$ cat src/rtl/paralelo_serial_param.sv
// Parallel-to-serial converter on the bit clock: one-word hold buffer, idle/COM
// fill for empty slots and an idle preamble after every reset.
module paralelo_serial_param #(
  parameter int               WIDTH      = 8,
  parameter logic [WIDTH-1:0] IDLE_SYM   = 8'hBC,
  parameter int               MSB_FIRST  = 1,
  parameter int               INIT_IDLES = 4
) (
  input  logic             clk_32f,
  input  logic             reset,
  input  logic [WIDTH-1:0] data_in,
  input  logic             valid_in,
  output logic             ready_out,
  output logic             data_out,
  output logic             word_start,
  output logic             idle_out
);

  localparam int CNT_W  = $clog2(WIDTH);
  localparam int INIT_W = $clog2(INIT_IDLES + 1);
  localparam logic [CNT_W-1:0]  CNT_LAST = CNT_W'(WIDTH - 1);
  localparam logic [INIT_W-1:0] INIT_MAX = INIT_W'(INIT_IDLES);

  typedef enum logic {ST_INIT, ST_RUN} state_t;

  state_t             r_state, w_state_nxt;
  logic [CNT_W-1:0]   r_cnt;
  logic [INIT_W-1:0]  r_init_cnt;
  logic [WIDTH-1:0]   r_shift;
  logic [WIDTH-1:0]   r_hold_data;
  logic               r_hold_valid;

  logic               w_load, w_accept, w_init_inc, w_take_hold, w_bypass;
  logic               w_hold_wr, w_hold_valid_nxt, w_sym_idle;
  logic [WIDTH-1:0]   w_sym;

  function automatic logic first_bit(input logic [WIDTH-1:0] s);
    return (MSB_FIRST != 0) ? s[WIDTH-1] : s[0];
  endfunction

  function automatic logic [WIDTH-1:0] shift_rest(input logic [WIDTH-1:0] s);
    return (MSB_FIRST != 0) ? (s << 1) : (s >> 1);
  endfunction

  always_ff @(posedge clk_32f) begin
    if (reset) r_state <= ST_INIT;
    else       r_state <= w_state_nxt;
  end

  // Symbol selection at load edges; the INIT->RUN edge already uses RUN rules.
  always_comb begin
    w_load      = (r_cnt == CNT_LAST);
    w_accept    = valid_in & ready_out;
    w_state_nxt = r_state;
    w_sym       = IDLE_SYM;
    w_sym_idle  = 1'b1;
    w_init_inc  = 1'b0;
    w_take_hold = 1'b0;
    w_bypass    = 1'b0;
    if (w_load) begin
      if (r_state == ST_INIT && r_init_cnt < INIT_MAX) begin
        w_init_inc = 1'b1;
      end else begin
        w_state_nxt = ST_RUN;
        if (r_hold_valid) begin
          w_sym       = r_hold_data;
          w_sym_idle  = 1'b0;
          w_take_hold = 1'b1;
        end else if (w_accept) begin
          w_sym      = data_in;
          w_sym_idle = 1'b0;
          w_bypass   = 1'b1;
        end
      end
    end
    w_hold_wr        = w_accept & ~w_bypass;
    w_hold_valid_nxt = r_hold_valid;
    if (w_take_hold)    w_hold_valid_nxt = 1'b0;
    else if (w_hold_wr) w_hold_valid_nxt = 1'b1;
  end

  always_ff @(posedge clk_32f) begin
    if (reset) begin
      r_cnt        <= CNT_LAST;
      r_init_cnt   <= '0;
      r_hold_valid <= 1'b0;
      ready_out    <= 1'b0;
      data_out     <= 1'b0;
      word_start   <= 1'b0;
      idle_out     <= 1'b0;
    end else begin
      r_cnt        <= w_load ? '0 : r_cnt + 1'b1;
      if (w_init_inc) r_init_cnt <= r_init_cnt + 1'b1;
      r_hold_valid <= w_hold_valid_nxt;
      ready_out    <= ~w_hold_valid_nxt;
      word_start   <= w_load;
      if (w_load) begin
        data_out <= first_bit(w_sym);
        idle_out <= w_sym_idle;
      end else begin
        data_out <= first_bit(r_shift);
      end
    end
  end

  // Datapath: shift register keeps the not-yet-sent bits of the current symbol.
  always_ff @(posedge clk_32f) begin
    r_shift <= w_load ? shift_rest(w_sym) : shift_rest(r_shift);
    if (w_hold_wr) r_hold_data <= data_in;
  end

endmodule

$ cat config.mk
export PLATFORM = sky130hd
export DESIGN_NAME = paralelo_serial_param
export DESIGN_NICKNAME = d
export VERILOG_FILES = /design/src/rtl/paralelo_serial_param.sv
export SDC_FILE = /design/constraint.sdc
export NUM_CORES = 1
export LEC_CHECK = 0
export ABC_AREA = 1
export ABC_CLOCK_PERIOD_IN_PS = 6000
export CORE_UTILIZATION = 55
export DETAILED_ROUTE_END_ITERATION = 8
export GPL_ROUTABILITY_DRIVEN = 0
export PLACE_DENSITY = 0.77
export SLEW_MARGIN = 10
export SYNTH_ARGS = -nofsm -noshare
export SYNTH_HDL_FRONTEND = slang
export SYNTH_SLANG_ARGS = --single-unit
export TNS_END_PERCENT = 100
$ cat constraint.sdc
create_clock -name clk_32f -period 6 [get_ports clk_32f]
set_clock_uncertainty 0.1 [all_clocks]
set_input_delay 1.2 -clock clk_32f [delete_from_list [all_inputs] [get_ports clk_32f]]
set_output_delay 1.2 -clock clk_32f [all_outputs]
set_load 0.005 [all_outputs]
# Word-level counts from Yosys, hierarchy flattened
# Index checks and enable logic that the tools add are counted.
# totals
regBits,28
input_bits,11
output_inout_bits,4
elab_cells,42
# classes
addsub,2
magnitude_cmp,1
eq_ne,1
n_mux,20
bitwise_logic,6
n_reduce_logical,2
# op_table
cell,count
two-way mux 8 bit,4
two-way mux 1 bit,15
adder 3 x 1 -> 3 bit (second input constant),2
NOT 1 bit,4
equality test 3 bit (second input constant),1
less-than comparator 3 bit (second input constant),1
two-way mux 3 bit,1
AND 1 bit,2
AND reduction 2 bit,1
logical AND 1 bit,1

# Logic depth before layout (Yosys ltp)
# Gate-level depths: netlist (run 1).
# depth
depth_word,10
depth_mapped,9

# Worst setup path before layout (run 1)
# No wires, ideal clock.
# synth_path
path_type,in2reg
startpoint,in valid_in
endpoint,reg r_hold_data[0] (enable)
setup_time_ps,375
arrival_ps,1716
required_time_ps,5525
path_slack_ps,3809
stages,2
path_buffers,0
path_cell_list,nand2_1 -> a21oi_1
# synth_via
elab_chain_cells,7
# synth_rtl
item,line,source
from (decl),12,"input logic valid_in,"
AND 1 bit (*),53,w_accept = valid_in & ready_out;
two-way mux 1 bit,69,end else if (w_accept) begin
two-way mux 1 bit,65,if (r_hold_valid) begin
two-way mux 1 bit,61,if (r_state == ST_INIT && r_init_cnt < INIT_MAX) begin
two-way mux 1 bit,60,if (w_load) begin
NOT 1 bit,76,w_hold_wr = w_accept & ~w_bypass;
AND 1 bit (*),76,
net w_hold_wr,34,"logic w_hold_wr, w_hold_valid_nxt, w_sym_idle;"
to (signal assigned),109,if (w_hold_wr) r_hold_data <= data_in;
to (decl),30,logic [WIDTH-1:0] r_hold_data;
# The timed path passes the listed nets; every way through them passes the cells marked *.
# A chain may end at the register's enable or synchronous reset.

# Final worst setup path (run 1)
# layout_path
startpoint,in valid_in
endpoint,reg r_hold_data[6] (enable)
# Same word-level chain as after synthesis.

==> reports/metrics.cfg, run 1 <==
[logic_synthesis]
netlist_area_mm2 = 0.00104
yosys.area.top_type = dfxtp_1
syn-num-nets = 124
syn_area_per_cell_um2 = 9.50
async_flop_share_pct = 0
synth_top_area_share_pct = 36.4
synth.most_common_cell = nor2_1
yosys.cell_types.count = 18
ys_ff_latch = 27
ys_seq_area_share_pct = 59.4
synth_ff_type = dfxtp_1
synthTopCellsByArea = dfxtp_1, edfxtp_1, nor2_1, nand2_1, nand3_1
synth_common_cells = nor2_1, nand2_1, dfxtp_1
synth_edf_count = 8
yosysWarningCount = 0
synth_cells = 110

[global_route]
grt_max_degree = 17
met3_usage_pct = 4.76
grt_pass1_wl_mm = 2.80
grt.met1_usage_pct = 22.8
grt_use_met2_pct = 33.7
grt_use_total_pct = 19.6
top_usage_layer = met2
grt-ovfl-total = 0
grt_antenna_before_repair = 0
grt_pass1_vias = 691

[route]
wirelength_mm = 1.65
dr.pass1.iters = 4
avgViaCountPerCell = 4.98
via_count = 747
wl_per_cell_um = 11.0
drc = 0
antenna_left = 0
drt_iter0_drc = 8

[power_and_ir_drop]
power_density_mw_per_mm2 = 319
pwr-share-comb_pct = 21.5
p_seq_share_pct = 58.2
p_leak_nw = 0.517
p_int_mw = 0.283
p_clk_share_pct = 20.3
swShare_pct = 27.2
ir_drop_mv = 0.213
switchingPower_mw = 0.106

[status]
status = complete, no violations

[timing]
fin_crit_ns = 2.54
worst_slew_pin_slew_ns = 0.864
relSlewSlack_pct = 42.4
max_freq_ghz = 0.393
min_period_over_period_pct = 42.4
rsz0062_at_grt = no
fin_hold_ws_ns = 0.356
slew_viol_final = 0
finalSetupTns_ns = 0
hold_viol_final = 0
setup_viol = 0

[layout]
drive_gt1_share_pct = 12.0
final_nets = 140
area_delta_synth_final_pct = 16.8
final_area_mm2 = 0.00122
antennaDiodeCount = 0

[critical_path]
cp-end-kind = flip-flop
startpoint_type = input port
r2r_cells = 5
reg2reg_from = r_cnt[0]$_SDFF_PP1_
worstPathArrival_ns = 2.41
r2r_slack_ns = 3.77
crit_path_max_fanout = 8
cp-endpoint = r_hold_data[6]$_DFFE_PP_
crit_type = in -> reg
startpoint = valid_in
regToRegEndpoint = r_hold_data[6]$_DFFE_PP_
cp.required_ns = 5.87

[cts]
cts-root-buf = clkbuf_4
path_clk_slew_ns = 0.14
clk_latency_ns = 0.33
cts-hold-fix-buffers = 0
htree_num_levels = 1
cts_sinks = 27
cts_tree = done
cts_made_buffers = 3
post_cts_resized = 0
post_cts_buffers = 0
clockBufferDepth = 2

[floorplan]
design.die.area_mm2 = 0.00208
start_util_pct = 59.9
io_pins = 15
die_x_um = 45.6
core-area_mm2 = 0.00175
num_rows = 15
die_h_um = 45.6

[placement]
portBuffers = 14
hpwl_mm = 1.20
place_area_mm2 = 0.00119

[worst_hold_path]
min_path_type = reg -> reg
whs_path_depth = 1

[job]
drv_cap = 0

-- worst min-delay path by stage --
stage / startpoint / to / slack [ns]
3_5_place_dp: r_cnt[0]$_SDFF_PP1_ / r_cnt[0]$_SDFF_PP1_ / 0.34
3_3_place_gp: r_shift[6]$_DFF_P_ / r_shift[7]$_DFF_P_ / 0.33
2_1_floorplan: r_cnt[0]$_SDFF_PP1_ / r_cnt[0]$_SDFF_PP1_ / 0.32
6_report: r_cnt[0]$_SDFF_PP1_ / r_cnt[0]$_SDFF_PP1_ / 0.36
4_1_cts: r_cnt[0]$_SDFF_PP1_ / r_cnt[0]$_SDFF_PP1_ / 0.36
5_1_grt: r_cnt[0]$_SDFF_PP1_ / r_cnt[0]$_SDFF_PP1_ / 0.39
-- registers in the layout, indices dropped and copies added, names as in the netlist --
| register | flops |
|---|---|
| ready_out | 1 |
| r_shift | 7 |
| r_init_cnt | 3 |
| r_state | 1 |
| r_cnt | 3 |
| idle_out | 1 |
| r_hold_valid | 1 |
| word_start | 1 |
| r_hold_data | 8 |
| data_out | 1 |
-- cell type report --
class | count | area [um^2]
Multi-Input combinational cell | 73 | 367
Sequential cell | 27 | 621
Clock buffer | 3 | 22.5
Fill cell | 139 | 526
Timing Repair Buffer | 14 | 140
Tap cell | 25 | 31.3
Clock inverter | 1 | 7.51
Inverter | 7 | 31.3
-- routing by layer --
| metal | wire length [um] | vias up | share of wire [%] |
|---|---|---|---|
| li1 | - | 382 | - |
| met1 | 750 | 340 | 45 |
| met2 | 808 | 18 | 49 |
| met3 | 56 | 7 | 3.4 |
| met4 | 36 | 0 | 2.2 |
| met5 | 0 | - | 0 |
-- cells by family after synthesis --
group / Yosys count / share of synthesized area, %
fa+ha+maj: 3 / 3.59
buf+inv: 10 / 5.51
simple gates: 62 / 27.7
compound gates: 8 / 3.83
flops: 27 / 59.4
-- critical path: stages --
cell and delay, ns:
clkdlybuf4s50_1 0.45, nand2_1 0.08, a21oi_1 0.68
-- placed cells by master, fill, tap and decap left out --
| cell | n |
|---|---|
| a21oi_1 | 5 |
| clkbuf_4 | 3 |
| clkdlybuf4s50_1 | 14 |
| clkinvlp_4 | 1 |
| dfxtp_1 | 19 |
| edfxtp_1 | 8 |
| ha_1 | 3 |
| inv_1 | 6 |
| inv_6 | 1 |
| nand2_1 | 20 |
| nand2_2 | 1 |
| nand3_1 | 8 |
| nand4_1 | 1 |
| nor2_1 | 23 |
| nor2_2 | 1 |
| nor2_4 | 1 |
| nor2_8 | 1 |
| o21ai_0 | 3 |
| or2_2 | 6 |
-- power by group through the flow --
stage | Clock, mW | Sequential, mW | Combinational, mW
final | 0.0789 | 0.226 | 0.0836
after CTS | 0.0813 | 0.227 | 0.0847
after global placement | 0 | 0.230 | 0.0820
after detailed placement | 0 | 0.231 | 0.0843
after floorplan | 0 | 0.230 | 0.0599
after global routing | 0.0863 | 0.230 | 0.0957
-- metrics by stage --
| stage | std cells | total power, mW | utilization, % | setup WS [ns] |
|---|---|---|---|---|
| after floorplan | 110 | 0.289 | - | 3.81 |
| after global placement | 146 | 0.312 | 68.2 | 3.19 |
| after detailed placement | 146 | 0.316 | 68.2 | 3.14 |
| after CTS | 150 | 0.393 | 69.9 | 3.49 |
| after global routing | 150 | 0.412 | 69.9 | 3.37 |
| final | 150 | 0.389 | 69.9 | 3.46 |
(Power assumes the default switching activity.)
==> run 2: changes to the inputs <==
Settings changed: ABC_CLOCK_PERIOD_IN_PS 6000 to 2550, CORE_UTILIZATION 55 to 51, PLACE_DENSITY 0.77 to 0.72.
Clock period 6 ns to 2.55 ns, I/O delays scaled along.
==> run 2 against run 1 <==
- final area fell by 0.10%
- register-to-register slack worse by 3.4 ns
- power rose by 130%
- cell count is 1.3% higher
- wire length up 3.8%
- sequential power increased by 140%
- setup slack got worse by 3.1 ns
- sequential share of layout area grew 0.052 points
- via count is 1.5% higher
- largest power group unchanged
- critical path type is now reg -> reg
- first-iteration DRC count up 88%
- count of clock-buffer cells in the layout is 1 higher
- sequential cell count unchanged
==> reports/metrics.cfg, run 2 (synthesis gave the netlist of run 1 again) <==
[route]
drt_iter0_drc = 15
drc = 0
dr.pass1.iters = 4
met1_length_um = 742
wirelength_mm = 1.71
via_count = 758
antenna_left = 0
wl_per_cell_um = 11.3
dr_wl_met3_um = 72
avgViaCountPerCell = 4.99
top_layer = met4
met2_wirelength_um = 878

[placement]
hpwl_mm = 1.26
portBuffers = 14

[cts]
htree_num_levels = 1
cts_sinks = 27
path_clk_slew_ns = 0.14
post_cts_buffers = 0
clockBufferDepth = 2
post_cts_resized = 0
cts-root-buf = clkbuf_4
clk_latency_ns = 0.32
cts_made_buffers = 3
cts_tree = done
cts-hold-fix-buffers = 0

[timing]
fin_crit_ns = 2.20
rsz0062_at_grt = no
hold_viol_final = 0
finalSetupTns_ns = 0
slew_viol_final = 0
worst_slew_pin_slew_ns = 0.821
max_freq_ghz = 0.454
min_period_over_period_pct = 86.4
setup_viol = 0
relSlewSlack_pct = 45.2

[layout]
final_cell_mix = nor2_1, nand2_1, dfxtp_1
antennaDiodeCount = 0
final_common_cell = nor2_1
largest_registers = r_hold_data x8, r_shift x7
final_nets = 140
largest_register_ffs = 8
regMostFlops = r_hold_data
area_delta_synth_final_pct = 16.6
drive_gt1_share_pct = 11.2

[critical_path]
crit_path_max_incr_delay_ns = 0.64
regToRegEndpoint = r_hold_data[7]$_DFFE_PP_
cp.buffers_inverters = 1
crit_path_max_fanout = 14
crit_path_top_delay_cell = a21oi_1
cp-end-kind = flip-flop
crit_chain = ha_1, ha_1, inv_6, nor2_8, a21oi_1
crit_type = reg -> reg
startpoint = r_cnt[0]$_SDFF_PP1_
r2r_slack_ns = 0.35
cp-endpoint = r_hold_data[7]$_DFFE_PP_
crit_top_cell = ha_1
reg2reg_from = r_cnt[0]$_SDFF_PP1_
cp.required_ns = 2.41
cp.depth = 5
cp_top_family = compound AO/OA/AOI/OAI gates
worstPathArrival_ns = 2.06
r2r_cells = 5
startpoint_type = flip-flop

[power_and_ir_drop]
pwr-share-comb_pct = 21.7
swShare_pct = 26.4
p_seq_share_pct = 58.8
power_density_mw_per_mm2 = 744
p_int_mw = 0.667
p_leak_nw = 0.518
power.total_mw = 0.907
switchingPower_mw = 0.240
ir_drop_mv = 0.386
p_clk_share_pct = 19.4

[global_route]
grt_pass1_vias = 681
grt-ovfl-total = 0
grt_pass1_wl_mm = 2.88
grt_antenna_before_repair = 0
grt_max_degree = 15
grt_use_total_pct = 18.8

[floorplan]
start_util_pct = 53.8
die_x_um = 47.3
core-area_mm2 = 0.00194
io_pins = 15
die_h_um = 47.3
num_rows = 16
design.die.area_mm2 = 0.00223

[status]
status = complete, no violations

[worst_hold_path]
min_path_type = reg -> reg

[job]
drv_cap = 0

==> run 2: worst min path at each step <==
stage,startpoint,endpoint,depth (start not counted)
after floorplan,r_cnt[0]$_SDFF_PP1_,r_cnt[0]$_SDFF_PP1_,1
after global placement,r_cnt[0]$_SDFF_PP1_,r_cnt[0]$_SDFF_PP1_,1
after detailed placement,r_cnt[0]$_SDFF_PP1_,r_cnt[0]$_SDFF_PP1_,1
after CTS,r_cnt[0]$_SDFF_PP1_,r_cnt[0]$_SDFF_PP1_,1
after global routing,r_hold_data[0]$_DFFE_PP_,r_shift[1]$_SDFF_PN0_,2
final,r_cnt[0]$_SDFF_PP1_,r_cnt[0]$_SDFF_PP1_,1
==> run 2: per-stage QoR <==
stage,instances,util (%),area (um^2),setup slack (ns),hold WS [ns]
after floorplan,110,-,1040,0.590,0.318
after global placement,148,61.4,1190,0.395,0.333
after detailed placement,148,61.4,1190,0.322,0.345
after CTS,152,62.8,1220,0.355,0.364
after global routing,152,62.8,1220,0.212,0.410
final,152,62.8,1220,0.348,0.361
==> run 2: layout make-up <==
cell class / count / area, um^2
repair buffers: 14 / 140
fillers: 176 / 723
clock buffers: 4 / 26.3
inverters: 7 / 31.3
multi-input cells: 73 / 367
flip-flops and latches: 27 / 621
well taps: 27 / 33.8
==> run 2: power groups by stage <==
stage,sequential [mW],combinational (mW),clock [mW]
2_1_floorplan,0.540,0.141,0
3_3_place_gp,0.544,0.193,0
3_5_place_dp,0.544,0.200,0
4_1_cts,0.535,0.202,0.180
5_1_grt,0.541,0.231,0.196
6_report,0.534,0.197,0.176
==> run 2: layer usage <==
layer	vias up	GRT usage (%)
met2	21	34.8
met3	4	2.31
met5	-	0
met4	0	5.14
li1	386	-
met1	347	22.7
==> run 2: worst register-to-register path, stage by stage (launching register included) <==
cell	delay [ns]
dfxtp_1	0.34
ha_1	0.19
ha_1	0.34
inv_6	0.16
nor2_8	0.07
a21oi_1	0.64
==> run 3: changes to the inputs <==
Settings changed: ABC_CLOCK_PERIOD_IN_PS 2550 to 2570, CAP_MARGIN from default to 15, CORE_UTILIZATION 51 to 55, PLACE_DENSITY 0.72 to 0.77.
Clock period 2.55 ns to 2.57 ns, I/O delays scaled along.
==> run 3 against run 2 <==
- critical path type unchanged
- power is 0.48% lower
- setup slack gained 0.15 ns
- sequential cell count did not move
- highest routed layer unchanged
==> reports/metrics.cfg, run 3 (synthesis gave the netlist of run 1 again) <==
[power_and_ir_drop]
p_leak_nw = 0.518
p_clk_share_pct = 19.3
power_density_mw_per_mm2 = 742
p_int_mw = 0.663
pwr-share-comb_pct = 21.7
ir_drop_mv = 0.500
p_seq_share_pct = 59.0
swShare_pct = 26.6
switchingPower_mw = 0.240

[critical_path]
cp-end-kind = flip-flop
cp.depth = 5
regToRegEndpoint = r_hold_data[7]$_DFFE_PP_
worstPathArrival_ns = 1.94
r2r_cells = 5
cp.buffers_inverters = 1
startpoint = r_cnt[0]$_SDFF_PP1_
crit_chain = ha_1, ha_1, inv_6, nor2_8, a21oi_1
crit_path_max_fanout = 14
crit_type = reg -> reg
crit_top_cell = ha_1
startpoint_type = flip-flop
reg2reg_from = r_cnt[0]$_SDFF_PP1_
r2r_slack_ns = 0.49
crit_path_max_incr_delay_ns = 0.56
cp.required_ns = 2.44
cp-endpoint = r_hold_data[7]$_DFFE_PP_
crit_path_top_delay_cell = a21oi_1
cp_top_family = compound AO/OA/AOI/OAI gates

[cts]
cts-hold-fix-buffers = 0
post_cts_buffers = 0
cts_made_buffers = 3
path_clk_slew_ns = 0.12
cts_sinks = 27
cts-root-buf = clkbuf_4
clockBufferDepth = 2
clk_latency_ns = 0.32
post_cts_resized = 0
cts_tree = done
htree_num_levels = 1

[layout]
largest_register_ffs = 8
regMostFlops = r_hold_data
final_cell_mix = nor2_1, nand2_1, dfxtp_1
area_delta_synth_final_pct = 16.4
antennaDiodeCount = 0
largest_registers = r_hold_data x8, r_shift x7
final_area_mm2 = 0.00122
final_nets = 140
fillers = 142
final_common_cell = nor2_1
drive_gt1_share_pct = 11.2

[timing]
max_freq_ghz = 0.482
fin_crit_ns = 2.08
min_period_over_period_pct = 80.7
relSlewSlack_pct = 53.2
finalSetupTns_ns = 0
hold_viol_final = 0
worst_slew_pin_slew_ns = 0.701
fin_ws_ns = 0.495
slew_viol_final = 0
setup_viol = 0
rsz0062_at_grt = no

[placement]
pre_cts_slack_ns = 0.468
portBuffers = 14
hpwl_mm = 1.26
place_area_mm2 = 0.00119

[worst_hold_path]
hold_start = r_cnt[0]$_SDFF_PP1_
min_path_type = reg -> reg

[global_route]
grt_max_degree = 15
grt_pass1_vias = 696
grt-ovfl-total = 0
grt_antenna_before_repair = 0
grt_use_total_pct = 19.1
grt_pass1_wl_mm = 2.74

[job]
drv_cap = 0

[floorplan]
core-area_mm2 = 0.00175
die_x_um = 45.6
io_pins = 15
design.die.area_mm2 = 0.00208
die_h_um = 45.6
start_util_pct = 59.9
num_rows = 15

[route]
antenna_left = 0
via_count = 723
dr.pass1.iters = 4
avgViaCountPerCell = 4.82
wirelength_mm = 1.63
wl_per_cell_um = 10.9
drc = 0
drt_iter0_drc = 8

[status]
status = complete, no violations

## run 3: cell counts in the layout (fill, tap and decap cells not counted)
No cell type changed its count.
## run 3: power groups by stage
| stage | clock [mW] | sequential (mW) | combinational, mW |
|---|---|---|---|
| final | 0.174 | 0.532 | 0.196 |
| after global routing | 0.195 | 0.537 | 0.224 |
| after CTS | 0.178 | 0.532 | 0.199 |
| after detailed placement | 0 | 0.542 | 0.199 |
| after global placement | 0 | 0.541 | 0.193 |
| after floorplan | 0 | 0.536 | 0.140 |
## run 3: worst register-to-register path: cells and delay by family, from the launching register on
kind	cells	cell delay, ns
AO/OA/AOI/OAI	1	0.56
flip-flops	1	0.33
buffers and inverters	1	0.14
adder cells (fa/ha/maj)	2	0.52
AND/OR/NAND/NOR	1	0.07
## run 3: cell type report
class / count / area (um^2) / area share (%)
clock buffer: 4 / 26.3 / 2.16
timing repair buffer: 14 / 140 / 11.5
multi-input combinational: 73 / 367 / 30.1
tap: 25 / 31.3 / 2.57
sequential: 27 / 621 / 51.0
inverter: 7 / 31.3 / 2.57
## run 3: worst min path at each step
stage	end	slack, ns	depth (start not counted)
after floorplan	r_cnt[0]$_SDFF_PP1_	0.32	1
after global placement	r_cnt[0]$_SDFF_PP1_	0.34	1
final	r_cnt[0]$_SDFF_PP1_	0.37	1
after CTS	r_cnt[0]$_SDFF_PP1_	0.37	1
after detailed placement	r_cnt[0]$_SDFF_PP1_	0.35	1
after global routing	r_shift[2]$_DFF_P_	0.41	2
## run 3: metrics by stage
stage / utilization [%] / total power [mW] / hold slack, ns / instances
finish: 69.7 / 0.903 / 0.373 / 150
CTS: 69.7 / 0.910 / 0.374 / 150
detailed placement: 68.2 / 0.741 / 0.353 / 146
global placement: 68.2 / 0.733 / 0.335 / 146
global route: 69.7 / 0.955 / 0.415 / 150
floorplan: - / 0.676 / 0.318 / 110
## run 3: per-layer routing
| layer | vias to the layer above | wire length [um] | global-route usage (%) |
|---|---|---|---|
| met5 | - | 0 | 0 |
| met4 | 0 | 40 | 10.9 |
| met3 | 5 | 49 | 3.57 |
| met2 | 14 | 795 | 32.0 |
| met1 | 319 | 746 | 22.6 |
| li1 | 385 | - | - |
